--- src/rtl/param_stack.sv ---
// param_stack: parametrised LIFO with registered pop data, same-cycle replace-top,
// synchronous flush and sticky overflow/underflow flags.
`default_nettype none

module param_stack #(
  parameter int WIDTH = 32,
  parameter int DEPTH = 16,
  localparam int CW = $clog2(DEPTH + 1)
) (
  input  logic             clk,
  input  logic             rst_n,
  input  logic             push,
  input  logic             pop,
  input  logic             flush,
  input  logic             err_clr,
  input  logic [WIDTH-1:0] data_in,
  output logic [WIDTH-1:0] data_out,
  output logic             out_valid,
  output logic [WIDTH-1:0] top,
  output logic [CW-1:0]    count,
  output logic             empty,
  output logic             full,
  output logic             overflow,
  output logic             underflow
);

  localparam int AW = (DEPTH > 1) ? $clog2(DEPTH) : 1;

  logic [WIDTH-1:0] mem_q [DEPTH];

  logic [CW-1:0]    sp_q, sp_d;
  logic [WIDTH-1:0] dout_q, dout_d;
  logic             valid_q, valid_d;
  logic             ovf_q, ovf_d;
  logic             unf_q, unf_d;

  logic             mem_we;
  logic [AW-1:0]    mem_waddr;
  logic [AW-1:0]    top_idx;
  logic [WIDTH-1:0] top_word;
  logic             is_empty;
  logic             is_full;

  assign is_empty = (sp_q == '0);
  assign is_full  = (sp_q == CW'(DEPTH));
  assign top_idx  = AW'(sp_q - 1'b1);
  assign top_word = mem_q[top_idx];

  always_comb begin
    sp_d      = sp_q;
    dout_d    = dout_q;
    valid_d   = 1'b0;
    ovf_d     = ovf_q;
    unf_d     = unf_q;
    mem_we    = 1'b0;
    mem_waddr = top_idx;

    // Clear first so an error raised in the same cycle overrides it.
    if (err_clr) begin
      ovf_d = 1'b0;
      unf_d = 1'b0;
    end

    if (flush) begin
      sp_d = '0;
    end else if (push && pop) begin
      valid_d = 1'b1;
      if (is_empty) begin
        dout_d = data_in;
      end else begin
        dout_d = top_word;
        mem_we = 1'b1;
      end
    end else if (push) begin
      if (is_full) begin
        ovf_d = 1'b1;
      end else begin
        mem_we    = 1'b1;
        mem_waddr = AW'(sp_q);
        sp_d      = sp_q + 1'b1;
      end
    end else if (pop) begin
      if (is_empty) begin
        unf_d = 1'b1;
      end else begin
        dout_d  = top_word;
        sp_d    = sp_q - 1'b1;
        valid_d = 1'b1;
      end
    end
  end

  always_ff @(posedge clk or negedge rst_n) begin
    if (!rst_n) begin
      sp_q    <= '0;
      dout_q  <= '0;
      valid_q <= 1'b0;
      ovf_q   <= 1'b0;
      unf_q   <= 1'b0;
    end else begin
      sp_q    <= sp_d;
      dout_q  <= dout_d;
      valid_q <= valid_d;
      ovf_q   <= ovf_d;
      unf_q   <= unf_d;
    end
  end

  // Storage is deliberately unreset; entries above sp are never observable.
  always_ff @(posedge clk) begin
    if (mem_we) begin
      mem_q[mem_waddr] <= data_in;
    end
  end

  assign data_out  = dout_q;
  assign out_valid = valid_q;
  assign top       = is_empty ? '0 : top_word;
  assign count     = sp_q;
  assign empty     = is_empty;
  assign full      = is_full;
  assign overflow  = ovf_q;
  assign underflow = unf_q;

endmodule

`default_nettype wire
--- config.mk ---
export PLATFORM = sky130hd
export DESIGN_NAME = param_stack
export DESIGN_NICKNAME = d
export VERILOG_FILES = /design/src/rtl/param_stack.sv
export SDC_FILE = /design/constraint.sdc
export NUM_CORES = 1
export LEC_CHECK = 0
export ABC_AREA = 1
export BUFFER_PORTS_ARGS = -buffer_cell sky130_fd_sc_hd__buf_2
export CORE_ASPECT_RATIO = 0.8
export CORE_MARGIN = 5
export CORE_UTILIZATION = 56
export DETAILED_ROUTE_END_ITERATION = 10
export PLACE_DENSITY = 0.74
export SLEW_MARGIN = 20
export SYNTH_ARGS = -nofsm -noshare
export SYNTH_HDL_FRONTEND = slang
export SYNTH_SLANG_ARGS = --single-unit
--- constraint.sdc ---
create_clock -name clk -period 5.9 [get_ports clk]
set_input_delay 0.295 -clock clk [delete_from_list [all_inputs] [get_ports clk]]
set_output_delay 0.295 -clock clk [all_outputs]
set_load 0.005 [all_outputs]
# After elaboration in Yosys (flattened, before gate mapping)

Memories as Yosys holds them, arrays and structs flattened.
Cells that the tools add are included.

Output and inout port bits: 74
Word-level logic and storage cells: 59
Latch bits: 0
Memory bits (writable): 512
Bits in read-only memories: 0
Memories: 1
Bits in registers: 40

Memories:

| memory | depth | bits a word | read ports | clocked after Yosys merged registers in | wr ports | RTL line | text |
|---|---|---|---|---|---|---|---|
| mem_q  | 16    | 32          | 1          | 0                                       | 1        | 29       | `logic [WIDTH-1:0] mem_q [DEPTH];` |

Reductions and logical operators: 6
Order comparisons: 0
Multiplexer cells: 38
Divide/modulo/power cells: 0
Shift operators: 0
$mul: 0
Add/subtract/negate cells: 2
Bitwise logic cells: 1
Equality and inequality tests: 6

Operators by type and width:

| kind                                             | number |
|---|---|
| 2-to-1 mux 32 bit                                | 6 |
| 2-to-1 mux 5 bit                                 | 6 |
| 2-to-1 mux 1 bit                                 | 22 |
| 2-to-1 mux 4 bit                                 | 4 |
| AND reduction 4 bit                              | 2 |
| != test 3 bit, second input constant             | 2 |
| adder 5 x 1 -> 5 bit, second input constant      | 1 |
| equality test 5 bit, second input constant       | 1 |
| zero test 5 bit                                  | 1 |
| subtractor 5 x 1 -> 5 bit, second input constant | 1 |
| != test 2 x 1 -> 1 bit, second input constant    | 2 |
| nonzero test 3 bit                               | 1 |
| != test 2 bit, second input constant             | 1 |
| nonzero test 2 bit                               | 1 |
| logical AND 1 bit                                | 1 |
| NOT 1 bit                                        | 1 |

# Depth between registers and ports, before layout

Gate-level depths: netlist (run 1).

Depth in word-level cells: 7
Gate-level depth with buffers: 14
Mapped depth without buffers: 9

# Worst setup path before layout (run 1)

OpenSTA, ideal clock, no wires.

Path type: register to register
From: register sp_q[0] (netlist: count[0])
To: memory mem_q[11][0] (enable)
Arrival time: 3.309 ns
Slack: 2.170 ns
Stages on the path, launching flop included: 12
Period minus slack after synthesis: 3.730 ns
Setup time: 0.421 ns
Buffers on the path: 4
Data required time: 5.479 ns
Cell sequence: dfrtp_1 > buf_4 > inv_2 > buf_4 > buf_2 > ha_1 > inv_1 > buf_1 > nand2_1 > o21ai_1 > nand2_1 > nor2_1

Word-level cells in the longest chain between the ends: 7

Ends and longest elaborated chain:

| what                                                              | RTL line | text |
|---|---|---|
| from (decl)                                                       | 31       | `logic [CW-1:0] sp_q, sp_d;` |
| from (signal assigned)                                            | 101      | `sp_q <= sp_d;` |
| branches (longest 7 deep; another with subtractor 5 x 1 -> 5 bit) | -        |  |
| to (decl)                                                         | 29       |  |

Several ways; the timed one is not identified.

# Final worst setup path (run 1)

From: register sp_q[0] (netlist: count[0])
To: output top[28]

Word-level cells in the longest chain between the ends: 3

Ends and longest elaborated chain:

| what                      | RTL line | text |
|---|---|---|
| subtractor 5 x 1 -> 5 bit | -        |  |
| memory read (16 x 32 bit) | -        |  |
| 2-to-1 mux 32 bit *       | 118      | `assign top = is_empty ? '0 : top_word;` |
| to (decl)                 | 19       | `output logic [WIDTH-1:0] top,` |

Every way passes the cells marked *; elsewhere a longest branch is shown, timed or not.

==> metrics, run 1 <==
post-layout utilization of the core=63.1%; capturing element type of the critical path=output pin; number of failing hold endpoints at the final stage=0; Yosys warnings=0; number of antenna violations at the first check in global routing=1; die footprint=0.0473 mm2; met3 global-route usage=6.01%; setup TNS=0 ps; Detailed Route WL=61.7 mm; most repeated library cell on the critical path=sky130_fd_sc_hd__nand3_1; GRT Util Overall=25.7%; Floorplan Core Area=0.0429 mm2; first-pass detailed-route iteration total=7; maximum fanout encountered on the critical timing path=91; Worst path top cell family by delay=buffers and inverters; drt via density=5.57; final setup skew=16.9 ps; status=finished clean; most used flip-flop cell after synthesis=sky130_fd_sc_hd__edfxtp_1; number of nets in the synthesized netlist=2,423; biggest cell delay along the critical path=710 ps; FF+latch count, synth=552; Horiz. Die Dim=242 um; count of flip-flops with a built-in enable after synthesis=512; maximum resistive drop on vdd=0.255 mV; cell area after placement=0.0252 mm2; Required @ worst endpoint=5610 ps; commonest non-fill, non-tap cell in the layout=sky130_fd_sc_hd__nand2_1; Port Buffers=111; maximum number of pins on one net before global-route repair=101; CP bufs+invs=4; area of the multi-input gates=0.00590 mm2; vias in the first global route=16,548; number of hold buffers added after CTS=1; grt met2 use=40.8%; GRT busiest layer=met2; filler cell count in the final layout=3,318; Sequential cell area=0.0164 mm2; Antenna Nets Post-Route=0; grt total ovfl=0; post-cts resize count=0; average instance area after synthesis=10.1 um2; Iter 0 DRT Violations=1,986; Clock Path Buffers=3; floorplan row count=68; class of the worst hold path=in2reg; post-route minimum period=4730 ps; first-pass GRT wire length=94.7 mm; areal power density over the cells=423 mW/mm2; Slew HR=31.3%; library cell contributing the largest single delay on the critical path=sky130_fd_sc_hd__dfrtp_4; number of top-level design ports=112; area added between synthesis and finish=12.2%; insertion delay to the later sink of the worst-skew pair=610 ps; routing usage on met1=35.6%; most used cells in the layout excluding fill and tap cells=776 x sky130_fd_sc_hd__nand2_1, 512 x sky130_fd_sc_hd__edfxtp_1, 390 x sky130_fd_sc_hd__nand3_1; pins over their slew limit=0; max-cap check violation count=0; count of mapped cells out of synthesis=2,382; WL per Instance=20.1 um; highest clock rate=211 MHz; buffers inserted during post-CTS setup optimization=0; routability congestion estimate=0.817; ratio of cells with drive above 1 in the final layout=10.3%; post-placement cell count=2,966; filler-free cell count of the finished design=3,066; post-synthesis instance area=0.0241 mm2; clock tree from TritonCTS=yes; unrepaired setup endpoints after global routing=no; Worst EP arrival=4440 ps; fin crit share=80.2%; clock buffer count from CTS=53; Starting Density=56.2%; synth unique cells=27; Clock Sink Count=552; Die H=196 um; setup slack of the worst register-to-register path=1510 ps; post-detail-place hpwl=34.6 mm; Final Hold Slack=37.9 ps; fraction of registers with async set or reset after synthesis=7.25%; via count=17,080; static leakage=11.7 nW; fin nets=2,503; cells along the critical path=inv_6 -> ha_4 -> inv_4 -> buf_4 -> nand3_1 -> nand3_1 -> nand3_1 -> a21oi_1 -> buf_2; element type at the critical path start=flop; Worst Setup Path Type=reg2out; clock transition time at the flip-flop clock pins of the worst setup and hold paths=60 ps; final setup vio count=0; post-route DRC violation count=0; H-Tree Level Count=2; sequential cell area fraction in the yosys report=67.9%; Finished Cell Area=0.0270 mm2; Root Buffer=sky130_fd_sc_hd__clkbuf_16; Worst-Margin Slew=1030 ps
flip-flops by register name, indices dropped and copies added, names as in the netlist:
| register | flops |
|---|---|
| mem_q | 512 |
| data_out | 32 |
| count | 5 |
| underflow | 1 |
| out_valid | 1 |
| overflow | 1 |
worst min-delay path: stages:
cell	delay [ps]
sky130_fd_sc_hd__buf_2	80
sky130_fd_sc_hd__inv_1	70
sky130_fd_sc_hd__nand2_1	70
sky130_fd_sc_hd__o21ai_0	70
stage by stage:
stage	worst slack [ps]	total power, mW
after CTS	1180	11.4
final	1170	11.4
after floorplan	2170	6.71
after detailed placement	1580	7.85
after global routing	924	12.0
after global placement	1590	7.78
Yosys cell counts, types with 6 or more instances:
| master | number | area share, % |
|---|---|---|
| sky130_fd_sc_hd__a21oi_1 | 34 | 0.71 |
| sky130_fd_sc_hd__buf_1 | 6 | 0.093 |
| sky130_fd_sc_hd__buf_2 | 59 | 1.2 |
| sky130_fd_sc_hd__buf_4 | 20 | 0.62 |
| sky130_fd_sc_hd__clkbuf_1 | 34 | 0.53 |
| sky130_fd_sc_hd__dfrtp_1 | 40 | 4.2 |
| sky130_fd_sc_hd__edfxtp_1 | 512 | 64 |
| sky130_fd_sc_hd__inv_1 | 358 | 5.6 |
| sky130_fd_sc_hd__inv_2 | 6 | 0.093 |
| sky130_fd_sc_hd__nand2_1 | 776 | 12 |
| sky130_fd_sc_hd__nand3_1 | 391 | 8.1 |
| sky130_fd_sc_hd__nor2_1 | 83 | 1.3 |
| sky130_fd_sc_hd__o21ai_0 | 15 | 0.31 |
| sky130_fd_sc_hd__o21ai_1 | 25 | 0.52 |
where the power goes:
part | leakage [nW] | switching, mW | internal (mW)
sequential | 5.11 | 0.114 | 4.51
clock | 0.899 | 1.46 | 2.16
combinational | 5.71 | 2.22 | 0.975
worst paths after layout:
path / end / cells past startpoint / start
worst min register to register: data_out[27] / 2 / data_out[27]
worst min-delay path: underflow / 4 / err_clr
worst max register to register: mem_q[3][2] / 8 / count[0]
max in group asynchronous: count[0] / 3 / rst_n
worst max-delay path: top[28] / 9 / count[0]
min in group asynchronous: data_out[17] / 3 / rst_n
logic make-up after synthesis:
family          synth area share (%)
compound gates                  1.60
xor+xnor                       0.218
flops                           67.9
simple gates                    21.8
fa+ha+maj                      0.156
buf+inv                         8.35
routing by layer:
metal  vias up  share of wire (%)
met3       134                 11
met2       908                 46
met4         0                3.0
met5         -                  0
li1       7892                  -
met1      8146                 40
area by class of cell:
type	count	area share, %
Antenna cell	1	0.00925
Clock buffer	69	5.32
Clock inverter	29	1.47
Inverter	365	5.10
Multi-Input combinational cell	1342	21.8
Sequential cell	552	60.6
Tap cell	560	2.59
Timing Repair Buffer	148	3.15
No activity file was read; power rests on OpenSTA's default activity.
==> inputs of run 2 (changes only) <==
Clock period 5.9 ns to 4.38 ns, I/O delays scaled along.
==> run 2 against run 1 <==
  * Via count down 0.92%
  * Flip-flop and latch count unchanged
  * Utilization up 0.38 points
  * Critical path type unchanged
  * Non-clock buffer count up 1
  * Highest routed layer unchanged
  * Sequential share of layout area down 0.36 points
  * Cell count unchanged
  * Worst hold slack worse by 5.1 ps
  * Largest power group unchanged
  * Clock power up 30%
==> metrics, run 2 (synthesis gave the netlist of run 1 again) <==
Worst EP arrival=3610 ps; unrepaired setup endpoints after global routing=no; fin crit share=87.4%; static leakage=11.7 nW; post-detail-place hpwl=32.2 mm; setup slack of the worst register-to-register path=1000 ps; Horiz. Die Dim=242 um; fin nets=2,504; number of top-level design ports=112; post-placement cell count=2,956; class of the worst hold path=in2reg; count of antenna diodes in the layout=0; most used cells in the layout excluding fill and tap cells=776 x sky130_fd_sc_hd__nand2_1, 512 x sky130_fd_sc_hd__edfxtp_1, 390 x sky130_fd_sc_hd__nand3_1; area added between synthesis and finish=12.8%; clock buffer count from CTS=53; post-route DRC violation count=0; Detailed Route WL=60.4 mm; areal power density over the cells=561 mW/mm2; Slew HR=30.6%; hold endpoint=mem_q[4][0]; Antenna Nets Post-Route=0; Die H=196 um; H-Tree Level Count=2; routability congestion estimate=0.871; filler cell count in the final layout=3,300; first-pass GRT wire length=93.4 mm; commonest non-fill, non-tap cell in the layout=sky130_fd_sc_hd__nand2_1; setup TNS=0 ps; Required @ worst endpoint=4160 ps; via count=16,923; Worst-Margin Slew=1040 ps; final setup vio count=0; insertion delay to the later sink of the worst-skew pair=590 ps; worst slack, placed=1030 ps; drt via density=5.52; instance count along the most critical hold path=1; element type at the critical path start=flop; maximum number of pins on one net before global-route repair=261; clock tree from TritonCTS=yes; Port Buffers=111; status=finished clean; Starting Density=56.2%; number of antenna violations at the first check in global routing=0; register name with the most flops=mem_q; WL per Instance=19.7 um; max-cap check violation count=0; number of failing hold endpoints at the final stage=0; logic depth of the worst register-to-register path=10; Sequential cell area=0.0164 mm2; clock transition time at the flip-flop clock pins of the worst setup and hold paths=60 ps; endpoint of the lowest-slack register-to-register path=mem_q[14][26]; startpoint of the lowest-slack register-to-register path=count[0]; die footprint=0.0473 mm2; Worst Setup Path Type=reg2out; Iter 0 DRT Violations=2,121; worst hold start=data_in[0]; Floorplan Core Area=0.0429 mm2; area of the multi-input gates=0.00590 mm2; final setup skew=20.4 ps; max reg flops=512; maximum resistive drop on vdd=0.864 mV; capturing element type of the critical path=output pin; maximum fanout encountered on the critical timing path=34; GRT Util Overall=25.2%; post-route minimum period=3830 ps; Root Buffer=sky130_fd_sc_hd__clkbuf_16; Clock Sink Count=552; highest clock rate=261 MHz; floorplan row count=68; ratio of cells with drive above 1 in the final layout=10.1%; pins over their slew limit=0; worst-case setup margin in the final layout=551 ps; filler-free cell count of the finished design=3,066; first-pass detailed-route iteration total=5; grt total ovfl=0; Final Hold Slack=32.7 ps; post-cts resize count=0; Clock Path Buffers=3; vias in the first global route=16,439
-- run 2: how the worst max path moves through the flow --
stage,startpoint,end,slack [ps],cells past startpoint
final,count[0],top[15],550,9
after global routing,count[0],top[15],390,9
after CTS,count[0],top[15],630,9
after detailed placement,count[0],mem_q[14][27],1030,10
after global placement,count[0],mem_q[14][25],1000,10
after floorplan,count[0],mem_q[11][0],650,11
-- run 2: timing repair --
item | 4_1_cts | 5_1_grt
hold buffers | 11 | 0
hold endpoints to repair | 126 | 0
setup buffers | 0 | 0
-- run 2: stage by stage --
step,utilization [%],power [mW],area (um2)
2_1_floorplan,-,9.04,24100
3_3_place_gp,59.0,10.5,25300
3_5_place_dp,59.0,10.6,25300
4_1_cts,63.4,15.3,27200
5_1_grt,63.5,16.0,27200
6_report,63.5,15.3,27200
-- run 2: critical path, stage by stage (launching register included) --
cell,delay (ps)
sky130_fd_sc_hd__dfrtp_4,640
sky130_fd_sc_hd__inv_6,240
sky130_fd_sc_hd__nand3_1,110
sky130_fd_sc_hd__nand2_1,80
sky130_fd_sc_hd__nand2_2,60
sky130_fd_sc_hd__buf_4,320
sky130_fd_sc_hd__inv_2,750
sky130_fd_sc_hd__nand3_1,220
sky130_fd_sc_hd__a21oi_1,380
sky130_fd_sc_hd__buf_2,190
-- run 2: final cells by class --
cell class	count	area share [%]
Inverter	365	5.07
Clock inverter	24	1.07
Timing Repair Buffer	149	3.95
Multi-Input combinational cell	1342	21.7
Tap cell	560	2.58
Clock buffer	74	5.46
Sequential cell	552	60.2
-- run 2: power by group --
part	total [mW]	switching [mW]	internal [mW]	leakage, nW
Clock	4.70	1.97	2.73	0.875
Combinational	4.34	2.98	1.35	5.75
Sequential	6.22	0.146	6.08	5.11
-- run 2: per-layer routing --
layer / vias to the layer above / GRT usage, % / wire (um)
met5: - / 0 / 0
met4: 0 / 8.13 / 1660
met3: 109 / 4.35 / 5960
met2: 892 / 40.2 / 27900
met1: 8021 / 36.0 / 24900
li1: 7901 / - / -
